$ cat config.mk
export PLATFORM = sky130hd
export DESIGN_NAME = muldiv_sequencer
export DESIGN_NICKNAME = d
export VERILOG_FILES = /design/src/rtl/muldiv_pkg.sv /design/src/rtl/muldiv_sequencer.sv
export SDC_FILE = /design/constraint.sdc
export NUM_CORES = 1
export LEC_CHECK = 0
export ABC_AREA = 1
export CELL_PAD_IN_SITES_DETAIL_PLACEMENT = 0
export CELL_PAD_IN_SITES_GLOBAL_PLACEMENT = 1
export CORE_ASPECT_RATIO = 0.8
export CORE_UTILIZATION = 38
export CTS_BUF_LIST = sky130_fd_sc_hd__clkbuf_8
export DETAILED_ROUTE_END_ITERATION = 16
export PLACE_DENSITY = 0.91
export SLEW_MARGIN = 20
export SYNTH_ARGS = -nofsm -noshare
export SYNTH_HDL_FRONTEND = slang
export SYNTH_SLANG_ARGS = --single-unit
$ cat constraint.sdc
create_clock -name clk -period 2.71 [get_ports clk]
set_input_delay 0.271 -clock clk [delete_from_list [all_inputs] [get_ports clk]]
set_output_delay 0.271 -clock clk [all_outputs]
set_load 0.05 [all_outputs]
$ cat src/rtl/muldiv_pkg.sv
// muldiv_pkg: shared constants for the iterative RV32M multiply/divide
// sequencer.
//   - funct3 encodings of the supported M-extension ops.
//   - ALU selector codes. The sequencer drives only ADD and SUB.
//   - Sequencer state encoding.
//   - Default datapath width.
package muldiv_pkg;

  localparam int DWIDTH_DEF = 32;

  localparam logic [2:0] OP_MUL  = 3'b000;
  localparam logic [2:0] OP_DIV  = 3'b100;
  localparam logic [2:0] OP_DIVU = 3'b101;
  localparam logic [2:0] OP_REM  = 3'b110;
  localparam logic [2:0] OP_REMU = 3'b111;

  localparam logic [3:0] ALU_ADD = 4'b0000;
  localparam logic [3:0] ALU_SUB = 4'b0001;

  typedef enum logic [2:0] {
    ST_IDLE,
    ST_NEG_A,
    ST_NEG_B,
    ST_ITER,
    ST_POST,
    ST_DONE
  } state_t;

  // DIV and REM work on magnitudes and need sign fix-up around the loop.
  function automatic logic op_is_signed_div(input logic [2:0] op);
    return op[2] & ~op[0];
  endfunction

endpackage

$ cat src/rtl/muldiv_sequencer.sv
// muldiv_sequencer: iterative RV32M multiply/divide controller. It steps an
// external ALU (ADD/SUB only) through shift-add multiplication or restoring
// division. The loop handles one bit per cycle.
//
// Ports:
//   clk, reset         clock; synchronous active-high reset
//   start_i            request; accepted when start_i && ready_o
//   op_i               funct3 (MUL/DIV/DIVU/REM/REMU)
//   a_i, b_i           rs1/rs2 operands, latched on accept
//   kill_i             abort any in-flight operation
//   ready_o            high only in IDLE
//   done_o             one-cycle pulse when result_o is updated
//   result_o           result; held until the next completed operation
//   alu_a_o, alu_b_o   ALU operands
//   alu_sel_o          ALU selector (ALU_ADD / ALU_SUB)
//   alu_out_i          ALU result, combinational in the same cycle
module muldiv_sequencer
  import muldiv_pkg::*;
#(
  parameter int DWIDTH = DWIDTH_DEF
) (
  input  logic              clk,
  input  logic              reset,
  input  logic              start_i,
  input  logic [2:0]        op_i,
  input  logic [DWIDTH-1:0] a_i,
  input  logic [DWIDTH-1:0] b_i,
  input  logic              kill_i,
  output logic              ready_o,
  output logic              done_o,
  output logic [DWIDTH-1:0] result_o,
  output logic [DWIDTH-1:0] alu_a_o,
  output logic [DWIDTH-1:0] alu_b_o,
  output logic [3:0]        alu_sel_o,
  input  logic [DWIDTH-1:0] alu_out_i
);

  localparam int              CW       = $clog2(DWIDTH) + 1;
  localparam logic [CW-1:0]   CNT_LAST = CW'(DWIDTH - 1);
  localparam logic [DWIDTH-1:0] ALL_ONES = '1;
  localparam logic [DWIDTH-1:0] MIN_NEG  = {1'b1, {(DWIDTH-1){1'b0}}};

  state_t            state;
  logic [2:0]        op_q;
  logic [DWIDTH-1:0] opa_q;   // multiplier / dividend-then-quotient
  logic [DWIDTH-1:0] opb_q;   // multiplicand / divisor
  logic [DWIDTH-1:0] acc_q;   // product accumulator / partial remainder
  logic [CW-1:0]     cnt_q;
  logic              a_neg_q;
  logic              b_neg_q;

  // Accept-time short cuts: these ops finish without touching the ALU.
  logic              special;
  logic [DWIDTH-1:0] special_res;

  always_comb begin
    special     = 1'b0;
    special_res = '0;
    case (op_i)
      OP_MUL: special = 1'b0;
      OP_DIV, OP_REM: begin
        if (b_i == '0) begin
          special     = 1'b1;
          special_res = (op_i == OP_REM) ? a_i : ALL_ONES;
        end else if (a_i == MIN_NEG && b_i == ALL_ONES) begin
          special     = 1'b1;
          special_res = (op_i == OP_REM) ? '0 : MIN_NEG;
        end
      end
      OP_DIVU, OP_REMU: begin
        if (b_i == '0) begin
          special     = 1'b1;
          special_res = (op_i == OP_REMU) ? a_i : ALL_ONES;
        end
      end
      default: special = 1'b1;  // unsupported funct3 returns 0
    endcase
  end

  logic              is_mul;
  logic              is_sdiv;
  logic [DWIDTH-1:0] rs;
  logic              rs_ge;
  logic [DWIDTH-1:0] acc_nxt;
  logic [DWIDTH-1:0] opa_nxt;
  logic [DWIDTH-1:0] post_x;
  logic              post_neg;
  logic [DWIDTH-1:0] rs0;
  logic              rs0_ge;

  assign is_mul   = (op_q == OP_MUL);
  assign is_sdiv  = op_is_signed_div(op_q);
  assign rs       = {acc_q[DWIDTH-2:0], opa_q[DWIDTH-1]};
  assign rs_ge    = (rs >= opb_q);
  assign post_x   = (op_q == OP_DIV) ? opa_q : acc_q;
  assign post_neg = (op_q == OP_DIV) ? (a_neg_q ^ b_neg_q) : a_neg_q;

  // The first restoring step for signed ops is folded into NEG_B. At that
  // point the partial remainder is zero, so the shifted value is only
  // |a|[MSB]. The step therefore needs a compare against |b| (arriving
  // on alu_out_i), but no subtract: when the compare succeeds, both values
  // are 1 and the new remainder is 0. This keeps signed latency at
  // DWIDTH+3.
  assign rs0    = {{(DWIDTH-1){1'b0}}, opa_q[DWIDTH-1]};
  assign rs0_ge = (rs0 >= alu_out_i);

  always_comb begin
    if (is_mul) begin
      acc_nxt = alu_out_i;
      opa_nxt = opa_q >> 1;
    end else begin
      acc_nxt = rs_ge ? alu_out_i : rs;
      opa_nxt = {opa_q[DWIDTH-2:0], rs_ge};
    end
  end

  // ALU operand steering: negate is sub(0, x), pass-through is add(x, 0).
  always_comb begin
    alu_a_o   = '0;
    alu_b_o   = '0;
    alu_sel_o = ALU_ADD;
    case (state)
      ST_NEG_A: begin
        if (opa_q[DWIDTH-1]) begin
          alu_b_o   = opa_q;
          alu_sel_o = ALU_SUB;
        end else begin
          alu_a_o = opa_q;
        end
      end
      ST_NEG_B: begin
        if (opb_q[DWIDTH-1]) begin
          alu_b_o   = opb_q;
          alu_sel_o = ALU_SUB;
        end else begin
          alu_a_o = opb_q;
        end
      end
      ST_ITER: begin
        if (is_mul) begin
          alu_a_o = acc_q;
          alu_b_o = opb_q & {DWIDTH{opa_q[0]}};
        end else begin
          alu_a_o   = rs;
          alu_b_o   = opb_q;
          alu_sel_o = ALU_SUB;
        end
      end
      ST_POST: begin
        if (post_neg) begin
          alu_b_o   = post_x;
          alu_sel_o = ALU_SUB;
        end else begin
          alu_a_o = post_x;
        end
      end
      default: alu_sel_o = ALU_ADD;
    endcase
  end

  always_ff @(posedge clk) begin
    if (reset) begin
      state    <= ST_IDLE;
      op_q     <= '0;
      opa_q    <= '0;
      opb_q    <= '0;
      acc_q    <= '0;
      cnt_q    <= '0;
      a_neg_q  <= 1'b0;
      b_neg_q  <= 1'b0;
      ready_o  <= 1'b1;
      done_o   <= 1'b0;
      result_o <= '0;
    end else if (kill_i && state != ST_IDLE) begin
      // A kill in DONE still lets the already-raised done_o pulse show.
      state   <= ST_IDLE;
      ready_o <= 1'b1;
      done_o  <= 1'b0;
    end else begin
      case (state)
        ST_IDLE: begin
          if (start_i) begin
            op_q    <= op_i;
            opa_q   <= a_i;
            opb_q   <= b_i;
            acc_q   <= '0;
            cnt_q   <= '0;
            a_neg_q <= 1'b0;
            b_neg_q <= 1'b0;
            ready_o <= 1'b0;
            done_o  <= 1'b0;
            if (special) begin
              result_o <= special_res;
              done_o   <= 1'b1;
              state    <= ST_DONE;
            end else if (op_is_signed_div(op_i)) begin
              state <= ST_NEG_A;
            end else begin
              state <= ST_ITER;
            end
          end
        end
        ST_NEG_A: begin
          opa_q   <= alu_out_i;
          a_neg_q <= opa_q[DWIDTH-1];
          state   <= ST_NEG_B;
        end
        ST_NEG_B: begin
          opb_q   <= alu_out_i;
          b_neg_q <= opb_q[DWIDTH-1];
          acc_q   <= rs0_ge ? '0 : rs0;
          opa_q   <= {opa_q[DWIDTH-2:0], rs0_ge};
          cnt_q   <= CW'(1);
          state   <= ST_ITER;
        end
        ST_ITER: begin
          acc_q <= acc_nxt;
          opa_q <= opa_nxt;
          cnt_q <= cnt_q + CW'(1);
          if (is_mul) opb_q <= opb_q << 1;
          if (cnt_q == CNT_LAST) begin
            if (is_sdiv) begin
              state <= ST_POST;
            end else begin
              result_o <= (is_mul || op_q[1]) ? acc_nxt : opa_nxt;
              done_o   <= 1'b1;
              state    <= ST_DONE;
            end
          end
        end
        ST_POST: begin
          result_o <= alu_out_i;
          done_o   <= 1'b1;
          state    <= ST_DONE;
        end
        ST_DONE: begin
          done_o  <= 1'b0;
          ready_o <= 1'b1;
          state   <= ST_IDLE;
        end
        default: state <= ST_IDLE;
      endcase
    end
  end

endmodule

==> results of run 1 <==
==> registers in the layout (all words and copies together), names as in the netlist <==
name and cells:
op_q 3, b_neg_q 1, a_neg_q 1, opa_q 32, acc_q 32, cnt_q 6
state 3, result_o 32, done_o 1, ready_o 1, opb_q 32
==> per-layer routing <==
| metal | global-route usage | share of wire |
|---|---|---|
| met5 | 0 | 0 |
| met4 | 0.1504 | 0.037 |
| met3 | 0.1107 | 0.15 |
| met2 | 0.4931 | 0.41 |
| met1 | 0.4703 | 0.40 |
==> cells in the mapped netlist, drive strengths merged <==
library cell / n / area (um^2)
nand2: 473 / 1788
o21ai: 232 / 1161
inv: 216 / 810.8
nor2: 179 / 724.4
a21oi: 169 / 849.6
dfxtp: 144 / 2883
nand3: 84 / 425.4
clkbuf: 78 / 294.0
a221oi: 49 / 429.2
buf: 47 / 257.7
a22oi: 42 / 315.3
ha: 34 / 425.4
o2111ai: 32 / 280.3
o221ai: 28 / 245.2
nand4: 11 / 68.82
o22ai: 9 / 56.30
nor3: 7 / 45.04
nor4: 5 / 31.28
o211ai: 5 / 37.54
a211oi: 2 / 15.01
a21o: 2 / 15.01
a311oi: 1 / 8.760
a31oi: 1 / 6.260
a41oi: 1 / 8.760
and3: 1 / 6.260
clkinv: 1 / 3.750
conb: 1 / 3.750
nand3b: 1 / 7.510
o21a: 1 / 7.510
o311ai: 1 / 8.760
xnor2: 1 / 8.760
xor2: 1 / 8.760
==> area by class of cell <==
type                    instances  area share
clock buffers                  21     0.01856
repair inverters                2    0.001125
well taps                     370     0.02972
multi-input cells            1375      0.4771
inverters                     217     0.05310
flip-flops and latches        144      0.1853
clock inverters                11     0.01189
repair buffers                286      0.2232
==> critical path, delay by kind of cell (launching register included) <==
family	cells	cell delay, ns
AND/OR/NAND/NOR	2	0.34
AO/OA/AOI/OAI	1	0.42
flip-flops	1	0.48
buffers and inverters	3	0.69
==> timing repair <==
action                     CTS  global route
setup endpoints to repair   62            66
setup buffers                3             5
resized for setup           40            45
pin swaps                    2             4
gates cloned                 1             2
==> how the worst min path moves through the flow <==
stage                endpoint  slack, ns
floorplan            opb_q[0]       0.43
global placement      op_q[2]       0.47
detailed placement    ready_o       0.47
CTS                 opa_q[11]       0.48
global route          ready_o       0.51
finish                ready_o       0.48
==> stage by stage <==
step	hold WS, ns	cell area (um^2)	setup WS, ns	util
after floorplan	0.4319	11240	0.2267	-
after global placement	0.4709	14500	0.1221	0.5052
after detailed placement	0.4674	14500	0.1077	0.5052
after CTS	0.4781	15260	0.006204	0.5318
after global routing	0.5076	15580	-0.05199	0.5428
final	0.4803	15580	0.03299	0.5428
==> logic make-up (layout without fill, tap and decap cells) <==
logic type,count (synthesis),in the layout,share of synthesized area
other cells,1,3,0.0003337
buf+inv,342,537,0.1216
simple gates,761,761,0.2756
fa+ha+maj,34,34,0.03786
compound gates,575,575,0.3065
xor+xnor,2,2,0.001559
flops,144,144,0.2565
==> power groups by stage <==
stage	combinational [mW]	clock, mW	sequential, mW
6_report	10.5	2.12	3.53
4_1_cts	10.0	2.13	3.47
3_3_place_gp	9.72	0	3.50
3_5_place_dp	9.81	0	3.50
5_1_grt	11.1	2.21	3.61
2_1_floorplan	5.25	0	4.18
==> summary.txt, run 1 <==
Die Y = 155.8 um
status = complete, no violations
max frequency = 373.6 MHz
final-report max-slew violation count = 0
clock slew at reported path FFs = 0.08 ns
Reg2Reg Depth = 10
sequential area share after synthesis = 0.2565
switching share of power = 0.5418
Tmin final = 2.677 ns
critical path cell sequence = nand3_1 > inv_2 > buf_6 > nand2_1 > o211ai_1 > buf_12
most common cell after layout, fill and taps aside = nand2_1
fin cells = 2426
initial antenna violation count = 0
CP endpoint kind = primary output
CTS Buffer Depth = 2
R2R Path End = opa_q[27]
Int Pwr = 7.404 mW
Leak = 6.368 nW
total CTS buffers = 17
Die Span X = 194.3 um
Post-Synthesis Cells = 1859
Crit path arrival time = 2.41 ns
DRC violations left = 0
Mapped Area = 0.01124 mm^2
Site Rows = 55
Avg Cell Area, Syn = 6.045 um^2
critical path endpoint = alu_b_o[1]
FF/Latch Area = 0.002887 mm^2
Slew HR = 0.2666
Fill cells = 2745
Post-Place Cells = 2383
synthesized flop and latch total = 144
critical path class = reg2out
Yosys warning total = 0
Req. time, crit path = 2.44 ns
internal reg-to-reg setup slack = 0.16 ns
Worst path max stage delay = 0.48 ns
worst-margin pin slew = 1.096 ns
DR pass1 iterations = 6
Pwr Total = 16.16 mW
VDD IR-drop max = 0.6811 mV
most frequent cells in the layout = nand2_1, o21ai_0, inv_1, a21oi_1, nor2_1
Reg power frac = 0.218
htree depth = 4
Comb pwr share = 0.650
global placer's final weighted congestion = 0.9842
share of cells above drive strength 1 = 0.1357
Setup TNS = 0 ns
Setup Viol. Count Final = 0
Worst Skew = 0.01868 ns
Switch Pwr = 8.754 mW
core box area = 0.02870 mm^2
cts hold-fix bufs = 0
hpwl dp = 36750 um
routed vias/inst = 6.088
Final Hold Viols = 0
post-route ant nets = 0
die area = 0.03027 mm^2
I/O Buffers = 201
slowest library cell on the worst path = dfxtp_1
final WL = 54020 um
Clock power frac = 0.131
final period utilization = 0.9878
CTS tree = built
vias in the first global route = 13515
largest net degree at the start of global routing = 64
MaxCap Viol Count = 0
Syn-to-layout area delta = 38.61%
CTS sink count = 144
# diodes = 0
Hold Path Class = reg2reg
first-pass GRT wire length = 79820 um
P per Cell Area = 1037 mW/mm^2
reg-to-reg startpoint = op_q[0]
WHS Path Cells = 2
Initial Utilization = 0.3916
gr ovfl total = 0
CP Launch Type = flip-flop
DR vias = 14770
HP Start = ready_o
nets = 2180
wire length per cell = 22.27 um
worst skew pair latency = 0.49 ns
CP startpoint = state[1]
multi-input logic area = 0.007432 mm^2
gr usage total = 0.3449
worst-path fanout max = 41
post-synth cell types = 43
initial DRC count = 2040
Root Buffer = clkbuf_8
Ports = 205
No activity file was read; power rests on OpenSTA's default activity.
==> inputs of run 2 (changes only) <==
- CORE_UTILIZATION: 38 -> 41
- PLACE_DENSITY: 0.91 -> 0.95
- clock period: 2.71 -> 3.4 ns (I/O delays scaled with it)
==> summary.txt, run 2 (same netlist as run 1, synthesis figures left out) <==
die area = 0.02808 mm^2 (-7.2%)
utilization after layout = 0.5503 (+0.007480)
Post-Place Cells = 2343 (-1.7%)
Final Hold Viols = 0 (unchanged)
Slew HR = 0.2002 (-0.06631)
Root Buffer = clkbuf_8
initial antenna violation count = 0 (unchanged)
worst-margin pin slew = 1.198 ns (+0.1022 ns)
Area after DPL = 0.01422 mm^2 (-1.9%)
Reg2Reg Depth = 7 (-3)
CP bufs+invs = 4 (+1)
setup repair after global routing missed its margin = no
initial DRC count = 2518 (+23%)
gr ovfl total = 0 (unchanged)
Hold Path Class = reg2reg
Setup Viol. Count Final = 0 (unchanged)
critical path class = reg2out
most frequent CP cell = inv_1
I/O Buffers = 201 (unchanged)
nets = 2142 (-1.7%)
multi-input logic area = 0.007025 mm^2 (-5.5%)
# diodes = 0 (unchanged)
htree depth = 4 (unchanged)
Worst Skew = 0.01948 ns (+0.0008008 ns)
Initial Utilization = 0.4226 (+0.03099)
Die Span X = 187.1 um (-3.7%)
Worst path max stage delay = 0.41 ns (-0.07 ns)
worst hold margin = 0.4896 ns (+0.009381 ns)
most frequent cells in the layout = nand2_1, o21ai_0, inv_1, a21oi_1, nor2_1
post-route ant nets = 0 (unchanged)
max frequency = 310.4 MHz
Syn-to-layout area delta = 30.22%
critical path endpoint = alu_b_o[14]
worst skew pair latency = 0.48 ns (about the same)
largest net degree at the start of global routing = 65 (+1.6%)
Design Area, Final = 0.01463 mm^2 (-6.1%)
R2R Path End = opb_q[15]
post-CTS setup buffer count = 0 (-3)
Leak = 5.980 nW (-6.1%)
share of cells above drive strength 1 = 0.09068 (-0.04502)
DRC violations left = 0 (unchanged)
core box area = 0.02659 mm^2 (-7.3%)
Ports = 205 (unchanged)
hpwl dp = 36140 um (-1.7%)
clock slew at reported path FFs = 0.09 ns (about the same)
critical path cell sequence = inv_1 > nand3_2 > nor2_1 > buf_4 > inv_1 > a22oi_1 > o221ai_1 > buf_12
DR pass1 iterations = 7 (+1)
Req. time, crit path = 3.06 ns (+0.62 ns)
Fill cells = 2546 (-7.2%)
total CTS buffers = 17 (unchanged)
cts hold-fix bufs = 0 (unchanged)
internal reg-to-reg setup slack = 0.47 ns (+0.31 ns)
CP endpoint kind = primary output
CTS tree = built
Site Rows = 53 (-3.6%)
DR vias = 14509 (-1.8%)
wire length per cell = 21.64 um (-2.8%)
vias in the first global route = 13305 (-1.6%)
CTS Buffer Depth = 2 (unchanged)
status = complete, no violations
Setup TNS = 0 ns (unchanged)
VDD IR-drop max = 0.7448 mV (+9.4%)
CP Launch Type = flip-flop
routed vias/inst = 6.109 (+0.34%)
final-report max-slew violation count = 0 (unchanged)
reg-to-reg startpoint = state[2]
fin cells = 2375 (-2.1%)
most common cell after layout, fill and taps aside = nand2_1
P per Cell Area = 865.8 mW/mm^2 (-17%)
CTS sink count = 144 (unchanged)
final WL = 51400 um (-4.9%)
CP startpoint = op_q[1]
worst-path fanout max = 7 (-83%)
first-pass GRT wire length = 77220 um (-3.3%)
Crit path arrival time = 2.88 ns (+0.47 ns)
final period utilization = 0.9474
cell count along the critical path = 8 (+2)
Tmin final = 3.221 ns
Largest delay share family, worst path = buffers and inverters
gr usage total = 0.3573 (+0.01237)
FF/Latch Area = 0.002883 mm^2 (-0.13%)
global placer's final weighted congestion = 1.058 (+7.5%)
Die Y = 150.1 um (-3.7%)
MaxCap Viol Count = 0 (unchanged)
slowest library cell on the worst path = nor2_1
[run 2: cell count changes in the layout (fill, tap and decap cells not counted), sizes merged]
cell | previous run | this run
clkinv | 3 | 6
inv | 219 | 218
buf | 150 | 114
clkbuf | 21 | 20
bufinv | 5 | 2
[run 2: worst min path at each step]
stage / from / end / cells after the start
global route: cnt_q[1] / cnt_q[1] / 2
global placement: cnt_q[1] / cnt_q[1] / 2
CTS: cnt_q[1] / cnt_q[1] / 2
finish: cnt_q[1] / cnt_q[1] / 2
floorplan: acc_q[31] / acc_q[31] / 2
detailed placement: cnt_q[1] / cnt_q[1] / 2
[run 2: power by group]
group	internal, mW	switching [mW]	leakage [nW]	total [mW]
Combinational	2.57	5.79	4.59	8.36
Clock	0.714	0.766	0.202	1.48
Sequential	2.24	0.589	1.18	2.83
Total	5.53	7.14	5.98	12.7
[run 2: cell type report]
type / count / area share
inverters: 217 / 0.05566
repair buffers: 250 / 0.2088
clock buffers: 20 / 0.01881
multi-input cells: 1375 / 0.4801
well taps: 357 / 0.03053
clock inverters: 12 / 0.009064
flip-flops and latches: 144 / 0.1970
[run 2: per-layer routing]
layer	up-vias	global-route usage	routed length [um]
met1	6463	0.4925	20290
met4	0	0.1463	2072
met3	202	0.1013	8208
met5	-	0	0
li1	6587	-	-
met2	1257	0.5184	20830
[run 2: per-stage QoR]
stage	total power, mW	setup WS, ns
5_1_grt	13.29	0.1004
3_3_place_gp	10.76	0.5203
6_report	12.67	0.1788
3_5_place_dp	10.88	0.4634
2_1_floorplan	7.517	0.2669
4_1_cts	12.36	0.1191
[run 2: what timing repair did]
action | in CTS | in global routing
cloned | 0 | 0
setup endpoints to repair | 4 | 4
gates resized for setup | 1 | 2
[run 2: worst min-delay path: cells and delay by family, from the launching register on]
kind            cells  cell delay, ns
flops               1            0.33
compound gates      1            0.05
simple gates        1            0.06
